<file path="config.mk">
export PLATFORM = sky130hd
export DESIGN_NAME = soc
export DESIGN_NICKNAME = d
export VERILOG_FILES = /design/src/rtl/soc.sv
export SDC_FILE = /design/constraint.sdc
export NUM_CORES = 1
export LEC_CHECK = 0
export ABC_AREA = 1
export ABC_CLOCK_PERIOD_IN_PS = 1780
export CAP_MARGIN = 15
export CORE_MARGIN = 3
export CORE_UTILIZATION = 43
export CTS_CLUSTER_DIAMETER = 100
export DETAILED_ROUTE_END_ITERATION = 10
export GPL_ROUTABILITY_DRIVEN = 0
export PLACE_DENSITY = 0.66
export SLEW_MARGIN = 5
export SYNTH_ARGS = -nofsm -noshare
export SYNTH_HDL_FRONTEND = slang
export SYNTH_SLANG_ARGS = --single-unit
</file>
<file path="constraint.sdc">
create_clock -name I_clk -period 1.78 [get_ports I_clk]
set_clock_uncertainty 0.05 [all_clocks]
set_input_delay 0.356 -clock I_clk [delete_from_list [all_inputs] [get_ports I_clk]]
set_output_delay 0.356 -clock I_clk [all_outputs]
set_load 0.01 [all_outputs]
</file>
<file path="src/rtl/soc.sv">
// soc: UART boot monitor -- reads word 0, sends '>' plus that word, then loads UART bytes into memory.
// Define SOC_ECHO_EN to retransmit each byte received while loading.
module soc #(
    parameter int          CLKS_PER_BIT = 100,
    parameter logic [29:0] LOAD_BASE    = 30'h100
) (
    input  logic        I_clk,
    input  logic        I_rst_n,
    input  logic        I_uart_rx,
    output logic        O_uart_tx,
    output logic [29:0] O_mem_address,
    output logic [3:0]  O_mem_byte_we,
    output logic [31:0] O_mem_data_write,
    input  logic [31:0] I_mem_data_read,
    input  logic        I_mem_pause
);
    localparam int            CW   = $clog2(CLKS_PER_BIT + 1);
    localparam logic [CW-1:0] LAST = CW'(CLKS_PER_BIT - 1);
    localparam logic [CW-1:0] HALF = CW'(CLKS_PER_BIT / 2 - 1);

    typedef enum logic [1:0] {RX_IDLE, RX_START, RX_DATA, RX_STOP} rx_state_t;
    typedef enum logic [1:0] {BOOT_RD, TX_BANNER, TX_DUMP, LOAD} state_t;

    rx_state_t     rx_st_q;
    logic [1:0]    rx_sync_q;
    logic          rx_prev_q;
    logic          rx_valid_q;
    logic [CW-1:0] rx_cnt_q;
    logic [2:0]    rx_bit_q;
    logic [7:0]    rx_byte_q;
    logic          rx_s;

    logic          tx_q;
    logic          tx_busy_q;
    logic [CW-1:0] tx_cnt_q;
    logic [3:0]    tx_bit_q;
    logic [8:0]    tx_sh_q;
    logic          tx_ready;
    logic          tx_go;
    logic [7:0]    tx_byte;

    state_t        st_q;
    logic [31:0]   cap_q;
    logic [1:0]    idx_q;
    logic [1:0]    cnt_q;
    logic [23:0]   word_q;
    logic [31:0]   word_d;
    logic          pend_q;
    logic [31:0]   pend_data_q;
    logic [29:0]   ptr_q;
    logic [29:0]   addr_q;
    logic [3:0]    we_q;
    logic [31:0]   wdata_q;
    logic          rx_take;

    assign rx_s             = rx_sync_q[1];
    assign O_uart_tx        = tx_q;
    assign O_mem_address    = addr_q;
    assign O_mem_byte_we    = we_q;
    assign O_mem_data_write = wdata_q;
    assign word_d           = {word_q, rx_byte_q};
    assign rx_take          = rx_valid_q && st_q == LOAD;
    // Ready also on the final stop-bit cycle so the next frame follows with no gap.
    assign tx_ready         = !tx_busy_q || (tx_cnt_q == LAST && tx_bit_q == 4'd9);

`ifdef SOC_ECHO_EN
    assign tx_go   = tx_ready && (st_q == TX_BANNER || st_q == TX_DUMP || rx_take);
    assign tx_byte = st_q == TX_BANNER ? 8'h3E : st_q == TX_DUMP ? cap_q[{~idx_q, 3'b000} +: 8] : rx_byte_q;
`else
    assign tx_go   = tx_ready && (st_q == TX_BANNER || st_q == TX_DUMP);
    assign tx_byte = st_q == TX_BANNER ? 8'h3E : cap_q[{~idx_q, 3'b000} +: 8];
`endif

    always_ff @(posedge I_clk or negedge I_rst_n) begin
        if (!I_rst_n) begin
            rx_sync_q  <= 2'b11;
            rx_prev_q  <= 1'b1;
            rx_st_q    <= RX_IDLE;
            rx_cnt_q   <= '0;
            rx_bit_q   <= '0;
            rx_byte_q  <= '0;
            rx_valid_q <= 1'b0;
        end else begin
            rx_sync_q  <= {rx_sync_q[0], I_uart_rx};
            rx_prev_q  <= rx_s;
            rx_valid_q <= 1'b0;
            rx_cnt_q   <= rx_cnt_q + 1'b1;
            case (rx_st_q)
                RX_IDLE: begin
                    rx_cnt_q <= '0;
                    if (rx_prev_q && !rx_s) rx_st_q <= RX_START;
                end
                RX_START: if (rx_cnt_q == HALF) begin
                    rx_cnt_q <= '0;
                    rx_bit_q <= '0;
                    rx_st_q  <= rx_s ? RX_IDLE : RX_DATA;
                end
                RX_DATA: if (rx_cnt_q == LAST) begin
                    rx_cnt_q  <= '0;
                    rx_byte_q <= {rx_s, rx_byte_q[7:1]};
                    rx_bit_q  <= rx_bit_q + 1'b1;
                    if (rx_bit_q == 3'd7) rx_st_q <= RX_STOP;
                end
                RX_STOP: if (rx_cnt_q == LAST) begin
                    rx_valid_q <= rx_s;
                    rx_st_q    <= RX_IDLE;
                end
            endcase
        end
    end

    always_ff @(posedge I_clk or negedge I_rst_n) begin
        if (!I_rst_n) begin
            tx_q      <= 1'b1;
            tx_busy_q <= 1'b0;
            tx_cnt_q  <= '0;
            tx_bit_q  <= '0;
            tx_sh_q   <= '1;
        end else if (tx_go) begin
            tx_q      <= 1'b0;
            tx_sh_q   <= {1'b1, tx_byte};
            tx_bit_q  <= '0;
            tx_cnt_q  <= '0;
            tx_busy_q <= 1'b1;
        end else if (tx_busy_q) begin
            tx_cnt_q <= tx_cnt_q + 1'b1;
            if (tx_cnt_q == LAST) begin
                tx_cnt_q <= '0;
                tx_bit_q <= tx_bit_q + 1'b1;
                tx_q     <= tx_sh_q[0];
                tx_sh_q  <= {1'b1, tx_sh_q[8:1]};
                if (tx_bit_q == 4'd9) begin
                    tx_busy_q <= 1'b0;
                    tx_q      <= 1'b1;
                end
            end
        end
    end

    always_ff @(posedge I_clk or negedge I_rst_n) begin
        if (!I_rst_n) begin
            st_q        <= BOOT_RD;
            cap_q       <= '0;
            idx_q       <= '0;
            cnt_q       <= '0;
            word_q      <= '0;
            pend_q      <= 1'b0;
            pend_data_q <= '0;
            ptr_q       <= LOAD_BASE;
            addr_q      <= '0;
            we_q        <= '0;
            wdata_q     <= '0;
        end else begin
            case (st_q)
                BOOT_RD: if (!I_mem_pause) begin
                    cap_q <= I_mem_data_read;
                    st_q  <= TX_BANNER;
                end
                TX_BANNER: if (tx_ready) st_q <= TX_DUMP;
                TX_DUMP: if (tx_ready) begin
                    idx_q <= idx_q + 1'b1;
                    if (idx_q == 2'd3) st_q <= LOAD;
                end
                LOAD: ;
            endcase
            if (we_q != 4'h0) begin
                if (!I_mem_pause) begin
                    we_q  <= 4'h0;
                    ptr_q <= ptr_q + 1'b1;
                end
            end else if (pend_q) begin
                addr_q  <= ptr_q;
                wdata_q <= pend_data_q;
                we_q    <= 4'hF;
                pend_q  <= 1'b0;
            end
            // A word finishing while a write is stalled waits in pend_data_q; this set overrides the clear above.
            if (rx_take) begin
                word_q <= word_d[23:0];
                cnt_q  <= cnt_q + 1'b1;
                if (cnt_q == 2'd3) begin
                    pend_q      <= 1'b1;
                    pend_data_q <= word_d;
                end
            end
        end
    end
endmodule

</file>
==> impl_metrics.yaml <==
min_path:
  min_path_type: "input pin to flip-flop"
  hold_depth: 1
cells_and_area:
  final_cells: 1472
  drive_above_1_share_pct: 17.5
  final_common_cell: "nand2_1"
  area_growth_pct: 24.4
  nFillCells: 2045
  finalNetCount: 1191
  final_cell_mix: "nand2_1 (271), dfrtp_1 (218), o21ai_0 (95)"
  n_antenna_cell: 0
routing:
  drtIter0Drc: 410
  postRouteAntennaNets: 0
  route.met3.wl_um: 650
  vias: 7002
  via_per_inst: 4.76
  wl_per_cell_um: 13.4
  wl_met2_um: 9050
  top_layer_used: "met4"
  routedLengthMet1_um: 9530
  drcViolationCount: 0
  wl_um: 19700
  drt-pass1-iter-count: 4
floorplanning:
  fp-row-count: 55
  die_area_mm2: 0.0254
  design.core.area_mm2: 0.0228
  pin_count: 103
  start_util_pct: 44.2
  die_y_um: 159
  die_w_um: 159
worst_setup_path:
  cp_slowest_stage_delay_ps: 530
  path_buf_inv: 1
  worstPathCellList: "dlygate4sd2_1"
  cp.depth: 1
  path_max_fanout: 2
  cp.required_ps: 1370
  crit_family: "flip-flops"
  critPathCaptureType: "primary output"
  slowest_stage: "dfstp_2"
  rr_worst_depth: 10
  startpoint_type: "flip-flop"
  arrival_ps: 1310
  crit_type: "flip-flop to primary output"
global_route:
  grt_pass1_wl_um: 33900
  grt_max_degree: 73
  grtUsageTotal_pct: 15.7
  grt-ovfl-total: 0
  grt_pass1_vias: 6798
  antenna_found_initial: 0
placement:
  port_buffers: 102
  hpwl_um: 13700
  dp_cells: 1421
  dp_slack_ps: -85.7
yosys:
  synthCells: 1011
  synth.cell_area_mm2: 0.0101
  synth_edf_count: 0
  synth.distinct_cells: 40
  syn-num-nets: 1063
  ys_seq_area_share_pct: 57.9
  yosys_warnings: 0
  async_reset_ff_share_pct: 100
  syn_area_per_cell_um2: 9.99
  ys.flop_type: "dfrtp_1"
  ys_ff_latch: 233
timing:
  relSlewSlack_pct: 70.6
  fin_ws_ps: 67.4
  tightest_slew_ps: 438
  timing.fmax_mhz: 584
  timing.hold.ws_ps: 190
  drv_slew: 0
  rsz0062_at_grt: "no"
  finalCritPeriodShare_pct: 96.2
  finalCriticalPeriod_ps: 1710
  fin_setup_tns_ps: 0
  finalSetupViolations: 0
  hold_viol: 0
clocking:
  cts.sinks: 233
  htree_levels: 1
  cts_root_buf: "clkbuf_16"
  clk_pin_slew_worst_paths_ps: 60
  cts_tree: "done"
  cts_buffer_depth: 3
  clk_latency_ps: 520
  cts-buffers-inserted: 26
run_status:
  status: "completed"
power_and_ir_drop:
  p_leak_nw: 6.34
  ir_drop_v: 0.000843
  finalPower_mw: 14.5
  power_per_cell_area_mw_per_mm2: 1160
job:
  drv_cap: 0
metal layers:
metal  vias to the layer above  GRT usage, %
met4                         0          3.94
met2                       102          25.6
li1                       3527             -
met1                      3342          22.2
met5                         -             0
met3                        31          2.58
Yosys cell counts (2+ instances only):
cell,instances,share of area (%)
nor3_4,2,0.32
o21ai_0,95,4.7
nor3_1,7,0.35
xor2_1,20,1.7
o211ai_1,2,0.15
dfrtp_1,220,55
buf_2,17,0.84
nor2_1,47,1.7
nand2_1,274,10
mux2_2,78,8.7
nand2_4,3,0.33
inv_1,92,3.4
nand4_1,10,0.62
buf_4,6,0.45
ha_1,16,2.0
o21ai_1,5,0.25
xnor2_1,3,0.26
nor2_8,2,0.40
nand2_2,3,0.19
nand3b_1,2,0.15
clkbuf_1,10,0.37
nand3_4,2,0.35
nor2_4,2,0.22
dfstp_2,13,3.4
nand3_1,59,2.9
a21oi_1,6,0.30
nor2_2,2,0.12
report_power, final:
group          internal (mW)  switching (mW)  leakage [nW]
Combinational           1.20            1.37          2.82
Clock                   3.37            2.11         0.462
Sequential              6.02           0.448          3.05
Total                   10.6            3.93          6.34
cell families after synthesis:
kind of cell,share of synthesized area (%)
compound gates,5.75
xor+xnor,1.99
fa+ha+maj,1.98
buf+inv,5.44
flops,57.9
mux,8.70
simple gates,18.2
timing repair:
action	4_1_cts	5_1_grt
pin swaps	0	1
setup endpoints to repair	67	32
resized for setup	68	7
hold buffers	1	0
endpoints found under the hold margin	220	0
buffers inserted	2	0
registers in the layout (all words and copies together) (netlist names), 2 cells and up, named ones only:
name	count
cap_q	32
tx_bit_q	4
tx_cnt_q	7
rx_sync_q	2
pend_data_q	32
tx_sh_q	8
O_mem_data_write	32
rx_bit_q	3
idx_q	2
st_q	2
cnt_q	2
O_mem_address	30
word_q	24
ptr_q	30
rx_cnt_q	7
rx_byte_q	8
metrics by stage:
| stage | utilization, % | area [µm²] |
|---|---|---|
| 2_1_floorplan | - | 10100 |
| 3_3_place_gp | 51.1 | 11700 |
| 3_5_place_dp | 51.1 | 11700 |
| 4_1_cts | 54.8 | 12500 |
| 5_1_grt | 55.0 | 12600 |
| 6_report | 55.0 | 12600 |
final cells by class:
cell class	instances	area [µm²]	share of cell area (%)
clock buffers	40	833	6.64
clock inverters	8	82.6	0.658
inverters	95	367	2.92
multi-input cells	648	3740	29.8
flip-flops and latches	233	5850	46.6
well taps	313	392	3.12
repair buffers	135	1290	10.3
path summary, 6_finish.rpt:
kind | startpoint | slack, ps | to
setup / recovery | O_uart_tx | 70 | O_uart_tx
hold / removal | I_uart_rx | 190 | rx_sync_q[0]
setup reg to reg | tx_bit_q[1] | 170 | idx_q[1]
hold reg to reg | rx_sync_q[0] | 310 | rx_sync_q[1]
max in group asynchronous | I_rst_n | 870 | rx_sync_q[0]
min in group asynchronous | I_rst_n | 210 | ptr_q[6]
No activity file was read; power rests on OpenSTA's default activity.
